**src/rtl/combat_referee_if.sv**
```systemverilog
// Port bundle between the match referee and its environment: player states and
// boxes in, match status, health and gating out.
interface combat_referee_if #(
    parameter int unsigned W = 10
);
    logic         start;
    logic [3:0]   p1_state;
    logic [3:0]   p2_state;
    logic [W-1:0] p1_hit_x1, p1_hit_x2, p1_hit_y1, p1_hit_y2;
    logic [W-1:0] p1_hurt_x1, p1_hurt_x2, p1_hurt_y1, p1_hurt_y2;
    logic [W-1:0] p2_hit_x1, p2_hit_x2, p2_hit_y1, p2_hit_y2;
    logic [W-1:0] p2_hurt_x1, p2_hurt_x2, p2_hurt_y1, p2_hurt_y2;
    logic [2:0]   game_state;
    logic [7:0]   p1_health;
    logic [7:0]   p2_health;
    logic         p1_freeze;
    logic         p2_freeze;
    logic         round_rst;
    logic [1:0]   hit_evt;
    logic [1:0]   p1_wins;
    logic [1:0]   p2_wins;
    logic [1:0]   winner;

    modport master (
        output start, p1_state, p2_state,
        output p1_hit_x1, p1_hit_x2, p1_hit_y1, p1_hit_y2,
        output p1_hurt_x1, p1_hurt_x2, p1_hurt_y1, p1_hurt_y2,
        output p2_hit_x1, p2_hit_x2, p2_hit_y1, p2_hit_y2,
        output p2_hurt_x1, p2_hurt_x2, p2_hurt_y1, p2_hurt_y2,
        input  game_state, p1_health, p2_health, p1_freeze, p2_freeze,
        input  round_rst, hit_evt, p1_wins, p2_wins, winner
    );

    modport slave (
        input  start, p1_state, p2_state,
        input  p1_hit_x1, p1_hit_x2, p1_hit_y1, p1_hit_y2,
        input  p1_hurt_x1, p1_hurt_x2, p1_hurt_y1, p1_hurt_y2,
        input  p2_hit_x1, p2_hit_x2, p2_hit_y1, p2_hit_y2,
        input  p2_hurt_x1, p2_hurt_x2, p2_hurt_y1, p2_hurt_y2,
        output game_state, p1_health, p2_health, p1_freeze, p2_freeze,
        output round_rst, hit_evt, p1_wins, p2_wins, winner
    );
endinterface

```
**src/rtl/combat_referee.sv**
```systemverilog
// Two-player match referee: hitbox/hurtbox hit detection, damage and hitstun,
// and round sequencing (countdown, fight, KO, match over).
module combat_referee #(
    parameter int unsigned W             = 10,
    parameter int unsigned MAX_HEALTH    = 100,
    parameter int unsigned DAMAGE        = 10,
    parameter int unsigned HITSTUN       = 8,
    parameter int unsigned COUNTDOWN     = 60,
    parameter int unsigned KO_HOLD       = 120,
    parameter int unsigned ROUNDS_TO_WIN = 2,
    parameter logic [3:0]  ATK_STATE     = 4'd4
) (
    input logic              clk,
    input logic              rst_n,
    combat_referee_if.slave  bus
);

    typedef enum logic [2:0] {
        StIdle      = 3'd0,
        StCountdown = 3'd1,
        StFight     = 3'd2,
        StKo        = 3'd3,
        StMatchOver = 3'd4
    } state_e;

    localparam logic [7:0]  MaxHealth     = 8'(MAX_HEALTH);
    localparam logic [7:0]  Damage        = 8'(DAMAGE);
    localparam logic [7:0]  Hitstun       = 8'(HITSTUN);
    localparam logic [15:0] CountdownLast = 16'(COUNTDOWN - 1);
    localparam logic [15:0] KoHoldLast    = 16'(KO_HOLD - 1);
    localparam logic [1:0]  RoundsToWin   = 2'(ROUNDS_TO_WIN);

    state_e      state_q, state_d;
    logic [15:0] cnt_q, cnt_d;
    logic [7:0]  p1_health_q, p1_health_d, p2_health_q, p2_health_d;
    logic [7:0]  p1_stun_q, p1_stun_d, p2_stun_q, p2_stun_d;
    logic        p1_used_q, p1_used_d, p2_used_q, p2_used_d;
    logic        round_rst_q, round_rst_d;
    logic [1:0]  hit_evt_q, hit_evt_d;
    logic [1:0]  p1_wins_q, p1_wins_d, p2_wins_q, p2_wins_d;
    logic [1:0]  winner_q, winner_d;
    logic        fight_live, p1_hits, p2_hits, new_round;

    // Closed-interval overlap on both axes with corners given in any order.
    function automatic logic overlap(input logic [W-1:0] ax1, ax2, ay1, ay2,
                                     input logic [W-1:0] bx1, bx2, by1, by2);
        logic [W-1:0] alx, ahx, aly, ahy, blx, bhx, bly, bhy;
        alx = (ax1 < ax2) ? ax1 : ax2;
        ahx = (ax1 < ax2) ? ax2 : ax1;
        aly = (ay1 < ay2) ? ay1 : ay2;
        ahy = (ay1 < ay2) ? ay2 : ay1;
        blx = (bx1 < bx2) ? bx1 : bx2;
        bhx = (bx1 < bx2) ? bx2 : bx1;
        bly = (by1 < by2) ? by1 : by2;
        bhy = (by1 < by2) ? by2 : by1;
        return (alx <= bhx) && (blx <= ahx) && (aly <= bhy) && (bly <= ahy);
    endfunction

    // A zero health still visible in FIGHT means KO is pending: no new hits.
    assign fight_live = (state_q == StFight) && (p1_health_q != 8'd0) && (p2_health_q != 8'd0);

    assign p1_hits = fight_live && (bus.p1_state == ATK_STATE) && !p1_used_q &&
                     overlap(bus.p1_hit_x1, bus.p1_hit_x2, bus.p1_hit_y1, bus.p1_hit_y2,
                             bus.p2_hurt_x1, bus.p2_hurt_x2, bus.p2_hurt_y1, bus.p2_hurt_y2);
    assign p2_hits = fight_live && (bus.p2_state == ATK_STATE) && !p2_used_q &&
                     overlap(bus.p2_hit_x1, bus.p2_hit_x2, bus.p2_hit_y1, bus.p2_hit_y2,
                             bus.p1_hurt_x1, bus.p1_hurt_x2, bus.p1_hurt_y1, bus.p1_hurt_y2);

    always_comb begin
        state_d     = state_q;
        cnt_d       = cnt_q;
        p1_health_d = p1_health_q;
        p2_health_d = p2_health_q;
        p1_stun_d   = (p1_stun_q != 8'd0) ? p1_stun_q - 8'd1 : 8'd0;
        p2_stun_d   = (p2_stun_q != 8'd0) ? p2_stun_q - 8'd1 : 8'd0;
        p1_used_d   = (bus.p1_state == ATK_STATE) ? (p1_used_q | p1_hits) : 1'b0;
        p2_used_d   = (bus.p2_state == ATK_STATE) ? (p2_used_q | p2_hits) : 1'b0;
        round_rst_d = 1'b0;
        hit_evt_d   = 2'b00;
        p1_wins_d   = p1_wins_q;
        p2_wins_d   = p2_wins_q;
        winner_d    = winner_q;
        new_round   = 1'b0;

        case (state_q)
            StIdle: new_round = bus.start;
            StCountdown: begin
                if (cnt_q == CountdownLast) begin
                    state_d = StFight;
                    cnt_d   = 16'd0;
                end else begin
                    cnt_d = cnt_q + 16'd1;
                end
            end
            StFight: begin
                if ((p1_health_q == 8'd0) || (p2_health_q == 8'd0)) begin
                    state_d = StKo;
                    cnt_d   = 16'd0;
                    if (p1_health_q == 8'd0 && p2_health_q != 8'd0) p2_wins_d = p2_wins_q + 2'd1;
                    if (p2_health_q == 8'd0 && p1_health_q != 8'd0) p1_wins_d = p1_wins_q + 2'd1;
                end else begin
                    if (p1_hits) begin
                        p2_health_d  = (p2_health_q >= Damage) ? p2_health_q - Damage : 8'd0;
                        p2_stun_d    = Hitstun;
                        hit_evt_d[0] = 1'b1;
                    end
                    if (p2_hits) begin
                        p1_health_d  = (p1_health_q >= Damage) ? p1_health_q - Damage : 8'd0;
                        p1_stun_d    = Hitstun;
                        hit_evt_d[1] = 1'b1;
                    end
                end
            end
            StKo: begin
                if (cnt_q == KoHoldLast) begin
                    if ((p1_wins_q == RoundsToWin) || (p2_wins_q == RoundsToWin)) begin
                        state_d  = StMatchOver;
                        winner_d = (p1_wins_q == RoundsToWin) ? 2'd1 : 2'd2;
                    end else begin
                        new_round = 1'b1;
                    end
                end else begin
                    cnt_d = cnt_q + 16'd1;
                end
            end
            StMatchOver: begin
                if (bus.start) begin
                    p1_wins_d = 2'd0;
                    p2_wins_d = 2'd0;
                    winner_d  = 2'd0;
                    new_round = 1'b1;
                end
            end
            default: state_d = StIdle;
        endcase

        if (new_round) begin
            state_d     = StCountdown;
            cnt_d       = 16'd0;
            round_rst_d = 1'b1;
            p1_health_d = MaxHealth;
            p2_health_d = MaxHealth;
            p1_stun_d   = 8'd0;
            p2_stun_d   = 8'd0;
        end
    end

    always_ff @(posedge clk or negedge rst_n) begin
        if (!rst_n) begin
            state_q     <= StIdle;
            cnt_q       <= 16'd0;
            p1_health_q <= MaxHealth;
            p2_health_q <= MaxHealth;
            p1_stun_q   <= 8'd0;
            p2_stun_q   <= 8'd0;
            p1_used_q   <= 1'b0;
            p2_used_q   <= 1'b0;
            round_rst_q <= 1'b0;
            hit_evt_q   <= 2'b00;
            p1_wins_q   <= 2'd0;
            p2_wins_q   <= 2'd0;
            winner_q    <= 2'd0;
        end else begin
            state_q     <= state_d;
            cnt_q       <= cnt_d;
            p1_health_q <= p1_health_d;
            p2_health_q <= p2_health_d;
            p1_stun_q   <= p1_stun_d;
            p2_stun_q   <= p2_stun_d;
            p1_used_q   <= p1_used_d;
            p2_used_q   <= p2_used_d;
            round_rst_q <= round_rst_d;
            hit_evt_q   <= hit_evt_d;
            p1_wins_q   <= p1_wins_d;
            p2_wins_q   <= p2_wins_d;
            winner_q    <= winner_d;
        end
    end

    assign bus.game_state = state_q;
    assign bus.p1_health  = p1_health_q;
    assign bus.p2_health  = p2_health_q;
    assign bus.p1_freeze  = (state_q != StFight) || (p1_stun_q != 8'd0);
    assign bus.p2_freeze  = (state_q != StFight) || (p2_stun_q != 8'd0);
    assign bus.round_rst  = round_rst_q;
    assign bus.hit_evt    = hit_evt_q;
    assign bus.p1_wins    = p1_wins_q;
    assign bus.p2_wins    = p2_wins_q;
    assign bus.winner     = winner_q;

endmodule
```
**src/flat_wrapper.sv**
```systemverilog
// flat-port wrapper written by rule: the top's interface ports become plain ports
module combat_referee_flat 
#(
    parameter int unsigned W             = 10,
    parameter int unsigned MAX_HEALTH    = 100,
    parameter int unsigned DAMAGE        = 10,
    parameter int unsigned HITSTUN       = 8,
    parameter int unsigned COUNTDOWN     = 60,
    parameter int unsigned KO_HOLD       = 120,
    parameter int unsigned ROUNDS_TO_WIN = 2,
    parameter logic [3:0]  ATK_STATE     = 4'd4
)
  (clk, rst_n, bus_start, bus_p1_state, bus_p2_state, bus_p1_hit_x1, bus_p1_hit_x2, bus_p1_hit_y1, bus_p1_hit_y2, bus_p1_hurt_x1, bus_p1_hurt_x2, bus_p1_hurt_y1, bus_p1_hurt_y2, bus_p2_hit_x1, bus_p2_hit_x2, bus_p2_hit_y1, bus_p2_hit_y2, bus_p2_hurt_x1, bus_p2_hurt_x2, bus_p2_hurt_y1, bus_p2_hurt_y2, bus_game_state, bus_p1_health, bus_p2_health, bus_p1_freeze, bus_p2_freeze, bus_round_rst, bus_hit_evt, bus_p1_wins, bus_p2_wins, bus_winner);
  combat_referee_if #(.W(W)) bus_i ();
  input logic clk;
  input logic rst_n;
  input wire logic [$bits(bus_i.start)-1:0] bus_start;
  input wire logic [$bits(bus_i.p1_state)-1:0] bus_p1_state;
  input wire logic [$bits(bus_i.p2_state)-1:0] bus_p2_state;
  input wire logic [$bits(bus_i.p1_hit_x1)-1:0] bus_p1_hit_x1;
  input wire logic [$bits(bus_i.p1_hit_x2)-1:0] bus_p1_hit_x2;
  input wire logic [$bits(bus_i.p1_hit_y1)-1:0] bus_p1_hit_y1;
  input wire logic [$bits(bus_i.p1_hit_y2)-1:0] bus_p1_hit_y2;
  input wire logic [$bits(bus_i.p1_hurt_x1)-1:0] bus_p1_hurt_x1;
  input wire logic [$bits(bus_i.p1_hurt_x2)-1:0] bus_p1_hurt_x2;
  input wire logic [$bits(bus_i.p1_hurt_y1)-1:0] bus_p1_hurt_y1;
  input wire logic [$bits(bus_i.p1_hurt_y2)-1:0] bus_p1_hurt_y2;
  input wire logic [$bits(bus_i.p2_hit_x1)-1:0] bus_p2_hit_x1;
  input wire logic [$bits(bus_i.p2_hit_x2)-1:0] bus_p2_hit_x2;
  input wire logic [$bits(bus_i.p2_hit_y1)-1:0] bus_p2_hit_y1;
  input wire logic [$bits(bus_i.p2_hit_y2)-1:0] bus_p2_hit_y2;
  input wire logic [$bits(bus_i.p2_hurt_x1)-1:0] bus_p2_hurt_x1;
  input wire logic [$bits(bus_i.p2_hurt_x2)-1:0] bus_p2_hurt_x2;
  input wire logic [$bits(bus_i.p2_hurt_y1)-1:0] bus_p2_hurt_y1;
  input wire logic [$bits(bus_i.p2_hurt_y2)-1:0] bus_p2_hurt_y2;
  output wire logic [$bits(bus_i.game_state)-1:0] bus_game_state;
  output wire logic [$bits(bus_i.p1_health)-1:0] bus_p1_health;
  output wire logic [$bits(bus_i.p2_health)-1:0] bus_p2_health;
  output wire logic [$bits(bus_i.p1_freeze)-1:0] bus_p1_freeze;
  output wire logic [$bits(bus_i.p2_freeze)-1:0] bus_p2_freeze;
  output wire logic [$bits(bus_i.round_rst)-1:0] bus_round_rst;
  output wire logic [$bits(bus_i.hit_evt)-1:0] bus_hit_evt;
  output wire logic [$bits(bus_i.p1_wins)-1:0] bus_p1_wins;
  output wire logic [$bits(bus_i.p2_wins)-1:0] bus_p2_wins;
  output wire logic [$bits(bus_i.winner)-1:0] bus_winner;
  assign bus_i.start = bus_start;
  assign bus_i.p1_state = bus_p1_state;
  assign bus_i.p2_state = bus_p2_state;
  assign bus_i.p1_hit_x1 = bus_p1_hit_x1;
  assign bus_i.p1_hit_x2 = bus_p1_hit_x2;
  assign bus_i.p1_hit_y1 = bus_p1_hit_y1;
  assign bus_i.p1_hit_y2 = bus_p1_hit_y2;
  assign bus_i.p1_hurt_x1 = bus_p1_hurt_x1;
  assign bus_i.p1_hurt_x2 = bus_p1_hurt_x2;
  assign bus_i.p1_hurt_y1 = bus_p1_hurt_y1;
  assign bus_i.p1_hurt_y2 = bus_p1_hurt_y2;
  assign bus_i.p2_hit_x1 = bus_p2_hit_x1;
  assign bus_i.p2_hit_x2 = bus_p2_hit_x2;
  assign bus_i.p2_hit_y1 = bus_p2_hit_y1;
  assign bus_i.p2_hit_y2 = bus_p2_hit_y2;
  assign bus_i.p2_hurt_x1 = bus_p2_hurt_x1;
  assign bus_i.p2_hurt_x2 = bus_p2_hurt_x2;
  assign bus_i.p2_hurt_y1 = bus_p2_hurt_y1;
  assign bus_i.p2_hurt_y2 = bus_p2_hurt_y2;
  assign bus_game_state = bus_i.game_state;
  assign bus_p1_health = bus_i.p1_health;
  assign bus_p2_health = bus_i.p2_health;
  assign bus_p1_freeze = bus_i.p1_freeze;
  assign bus_p2_freeze = bus_i.p2_freeze;
  assign bus_round_rst = bus_i.round_rst;
  assign bus_hit_evt = bus_i.hit_evt;
  assign bus_p1_wins = bus_i.p1_wins;
  assign bus_p2_wins = bus_i.p2_wins;
  assign bus_winner = bus_i.winner;
  combat_referee #(.W(W), .MAX_HEALTH(MAX_HEALTH), .DAMAGE(DAMAGE), .HITSTUN(HITSTUN), .COUNTDOWN(COUNTDOWN), .KO_HOLD(KO_HOLD), .ROUNDS_TO_WIN(ROUNDS_TO_WIN), .ATK_STATE(ATK_STATE)) u_core (.clk(clk), .rst_n(rst_n), .bus(bus_i));
endmodule
```
**config.mk**
```make
export PLATFORM = sky130hd
export DESIGN_NAME = combat_referee_flat
export DESIGN_NICKNAME = d
export VERILOG_FILES = /design/src/rtl/combat_referee_if.sv /design/src/rtl/combat_referee.sv /design/src/flat_wrapper.sv
export SDC_FILE = /design/constraint.sdc
export NUM_CORES = 1
export LEC_CHECK = 0
export CORE_MARGIN = 3
export CORE_UTILIZATION = 60
export DETAILED_ROUTE_END_ITERATION = 6
export PLACE_DENSITY = 0.89
export SYNTH_ARGS = -nofsm -noshare
export SYNTH_HDL_FRONTEND = slang
export SYNTH_SLANG_ARGS = --single-unit
```
**constraint.sdc**
```tcl
create_clock -name clk -period 4.3 [get_ports clk]
set_clock_uncertainty 0.2 [all_clocks]
set_input_delay 0.86 -clock clk [delete_from_list [all_inputs] [get_ports clk]]
set_output_delay 0.86 -clock clk [all_outputs]
set_load 0.1 [all_outputs]
```
==> results_dict.tcl, run 1 <==
set metrics [dict create \
    placed_cells 2228 \
    synthSimpleGateAreaFrac 0.228 \
    synth_top_family_by_area "compound AO/OA/AOI/OAI gates" \
    cts.sinks 60 \
    yosys.area.top_type "ha_1" \
    numCtsBuffers 9 \
    synth-adder-area-share 0.177 \
    synth-seq-cells 60 \
    synth_area_per_cell_sq_um 7.35 \
    status "did not finish" \
    post-dp-hpwl_microns 33900 \
    clk_path_buf_depth 2 \
    synth_top_area_frac 0.177 \
    syn_inst 1546 \
    die_h_microns 144 \
    async_flop_share 1.00 \
    hold_buffers 0 \
    stop_error "[ERROR DPL-0033] detailed placement checks failed during check placement." \
    synth_cell_type_count 66 \
    die_width_microns 144 \
    post_cts_resized 305 \
    stop_stage "clock tree synthesis" \
    gp_congestion 0.929 \
    synthTopCellsByArea "ha_1 18%, dfrtp_1 12%, a22o_1 11%" \
    synth_common_cells "161 x ha_1, 158 x nand2_1, 142 x a22o_1" \
    htreeDepth 3 \
    syn-cell-area_sq_um 11400 \
    io_pins 201 \
    start_util 0.622 \
    synth.most_common_cell "ha_1" \
    io_buffers 198 \
    synth_xor_area_frac 0.00924 \
    num_rows 49 \
    synth_edf_count 0 \
    cts-root-buf "clkbuf_16" \
    synth_mux_area_frac 0.00176 \
    yosysWarnings 0 \
    synth_ff_type "dfrtp_1" \
    synth_compound_area_frac 0.376 \
    synth-seq-area-share 0.133 \
    cts_setup_buffers 45 \
]
==> metrics by stage <==
step / setup TNS, ps / setup slack, ps / hold slack [ps] / area (sq um)
detailed placement: -39080 / -1390 / 291 / 16400
global placement: -32000 / -1070 / 268 / 16400
floorplan: -11.0 / -11.0 / 250 / 11900
==> cell families after synthesis <==
| family | Yosys count |
|---|---|
| compound gates | 576 |
| other cells | 1 |
| fa+ha+maj | 161 |
| xor+xnor | 12 |
| buf+inv | 219 |
| mux | 2 |
| flops | 60 |
| simple gates | 515 |
==> run 2: changes to the inputs <==
--- a/config.mk
+++ b/config.mk
@@ -6,9 +6,9 @@
 export NUM_CORES = 1
 export LEC_CHECK = 0
 export CORE_MARGIN = 3
-export CORE_UTILIZATION = 60
+export CORE_UTILIZATION = 40
 export DETAILED_ROUTE_END_ITERATION = 6
-export PLACE_DENSITY = 0.89
+export PLACE_DENSITY_LB_ADDON = 0.15
 export SYNTH_ARGS = -nofsm -noshare
 export SYNTH_HDL_FRONTEND = slang
 export SYNTH_SLANG_ARGS = --single-unit
==> run 2 against run 1 <==
Compared with the run above: the flow now finishes, with violations (negative setup slack); synthesized cell count did not move; area after synthesis did not move.
==> results_dict.tcl, run 2 <==
set metrics [dict create \
    status "complete, but fails checks" \
    violations "negative setup slack" \
    synthTopCellsByArea "ha_1 18%, dfrtp_1 12%, a22o_1 11%" \
    r2r_slack_ps 1230 \
    finalNetCount 2442 \
    synth_ff_type "dfrtp_1" \
    num_rows 61 \
    synth-seq-cells 60 \
    yosysWarnings 0 \
    start_kind "primary input" \
    numCtsBuffers 9 \
    r2r_start "u_core.bus.p1_health[4]" \
    top_regs "u_core.cnt_q: 16 flops, u_core.p1_stun_q: 8 flops, u_core.p2_stun_q: 8 flops" \
    cts_tree "done" \
    firstDrtPassIters 7 \
    required_ps 4300 \
    io_buffers 198 \
    synth_cell_type_count 66 \
    swShare 0.425 \
    internal-power_mw 2.92 \
    gr-total-overflow 0 \
    cp_max_fo 8 \
    synth.most_common_cell "ha_1" \
    coreArea_sq_um 27900 \
    cts.sinks 60 \
    grt_pass1_wl_microns 69100 \
    clk_path_buf_depth 2 \
    n_antenna_cell 0 \
    p_seq_frac 0.162 \
    final.period_utilization 1.09 \
    vias_per_cell 5.92 \
    syn_to_final_growth_pct 72.1 \
    die_width_microns 175 \
    largest_reg_flops 16 \
    hold_viol 0 \
    fill_cells 2133 \
    grt_max_degree 49 \
    whs_path_depth 1 \
    fmax_ghz 0.213 \
    crit_arrival_ps 4710 \
    p_per_area_nw_per_um2 259 \
    final_cell_mix "375 x buf_4, 152 x nand2_1, 140 x a22o_1" \
    htreeDepth 3 \
    synth_edf_count 0 \
    syn-cell-area_sq_um 11400 \
    grt_pass1_vias 14300 \
    dp_slack_ps -1380 \
    gp_congestion 0.888 \
    final_common_cell "buf_4" \
    hold_class "register to register" \
    post-route-min-period_ps 4700 \
    syn_inst 1546 \
    cellLeakagePower_nw 9.18 \
    combPwrFrac 0.698 \
    yosys.area.top_type "ha_1" \
    path_class "primary input to register" \
    antenna_found_initial 0 \
    drc 0 \
    dieArea_sq_um 30500 \
    clock_latency_ps 330 \
    cts-root-buf "clkbuf_16" \
    wl_per_cell_microns 17.7 \
    synth_top_area_frac 0.177 \
    grt_use_total 0.265 \
    clkPwrFrac 0.140 \
    setup-violations-final 32 \
    drive_gt1_frac 0.371 \
    start_util 0.407 \
    die_h_microns 175 \
    end_kind "register" \
    synth-seq-area-share 0.133 \
    num_vias 14800 \
    hp-start "u_core.p1_used_q" \
    clk_pin_slew_worst_paths_ps 50 \
    grt_setup_unrepaired "true" \
    io_pins 201 \
    drv_slew 0 \
    synth_common_cells "161 x ha_1, 158 x nand2_1, 142 x a22o_1" \
    cap_viol_max_count 0 \
    reg2regPathDepth 7 \
    ir_drop_mv 0.392 \
    post-dp-hpwl_microns 30700 \
    fin_ws_ps -401 \
    worst_slew_pin_slew_ps 1080 \
    hold_path_end "u_core.p1_used_q" \
    timing.slew.headroom 0.278 \
    wl_microns 44200 \
    utilization 0.701 \
    antenna_left 0 \
    r2r-end "u_core.cnt_q[15]" \
    synth_area_per_cell_sq_um 7.35 \
    top_register "u_core.cnt_q" \
    p_sw_mw 2.16 \
    drt_iter0_drc 1071 \
    async_flop_share 1.00 \
]
==> run 2: cell counts after synthesis <==
Identical to the previous run, type by type.
==> run 2: power by group through the flow <==
stage	sequential, mW	clock, mW	combinational [mW]
2_1_floorplan	0.901	0	1.60
3_3_place_gp	0.815	0	2.67
3_5_place_dp	0.820	0	2.75
4_1_cts	0.815	0.719	3.17
5_1_grt	0.841	0.751	3.83
6_report	0.821	0.711	3.54
==> run 2: worst max-delay path by stage <==
stage                     slack, ps               from  depth (start not counted)                      end
final                          -400  bus_p1_hurt_y2[9]                         16  u_core.bus.p1_health[3]
after global routing           -490  bus_p1_hurt_y2[1]                         20  u_core.bus.p1_health[3]
after CTS                      -450   bus_p1_hit_y1[1]                         19  u_core.bus.p2_health[3]
after detailed placement      -1380  bus_p2_hurt_y2[1]                         19      u_core.p2_stun_q[5]
after global placement        -1250  bus_p1_hurt_y2[1]                         19  u_core.bus.p1_health[3]
after floorplan                 -10  bus_p2_hurt_y2[1]                         17  u_core.bus.p2_health[4]
==> run 2: kinds of logic (layout without fill, tap and decap cells) <==
logic type,count (synthesis),after routing,share of synthesized area
buffers and inverters,219,784,0.0744
adder cells (fa/ha/maj),161,161,0.177
multiplexers,2,2,0.00176
AND/OR/NAND/NOR,515,517,0.228
AO/OA/AOI/OAI,576,577,0.376
flip-flops,60,60,0.133
XOR/XNOR,12,12,0.00924
other,1,2,0.000330
==> run 2: timing repair <==
action,in CTS,in global routing
hold buffers,0,0
buffers inserted,57,25
endpoints found under the setup margin,34,34
gates cloned,13,2
pin swaps,124,141
resized for setup,351,208
==> run 2: metrics by stage <==
stage                     setup TNS (ps)  power (mW)  hold WS [ps]  cells  area [sq um]
after floorplan                    -11.0        2.50           250   1547         11900
after global placement            -37440        3.48           267   2385         16700
after detailed placement          -41970        3.57           275   2385         16700
after CTS                         -10060        4.71           271   2470         18500
after global routing              -10890        5.42           310   2493         19600
final                              -7050        5.08           275   2493         19600
==> run 2: layout make-up <==
class,instances,area (sq um),share of cell area
Clock buffer,11,243,0.0124
Inverter,116,453,0.0231
Clock inverter,5,52.6,0.00269
Tap cell,378,473,0.0242
Multi-Input combinational cell,1271,10900,0.558
Timing Repair Buffer,652,5920,0.302
Sequential cell,60,1510,0.0771
==> run 2: worst max-delay path: stages <==
cell             delay (ps)
clkdlybuf4s50_1         550
inv_2                    80
ha_4                    330
a21oi_4                  80
buf_6                   140
a22o_1                  240
a211oi_2                220
ha_1                    320
a21oi_2                 150
o21ai_2                  90
a2111oi_4               380
o2111ai_2               190
a2111o_2                630
clkinv_4                130
mux2i_4                 250
o21ai_2                  80
==> run 2: metal layers <==
metal | part of all wire | routed length [microns] | global-route usage | up-vias
li1 | - | - | - | 7029
met1 | 0.42 | 18700 | 0.342 | 7061
met2 | 0.49 | 21600 | 0.464 | 558
met3 | 0.056 | 2490 | 0.0324 | 114
met4 | 0.032 | 1410 | 0.0768 | 0
met5 | 0 | 0 | 0 | -
Note: power is estimated with default switching activity, not from simulation.
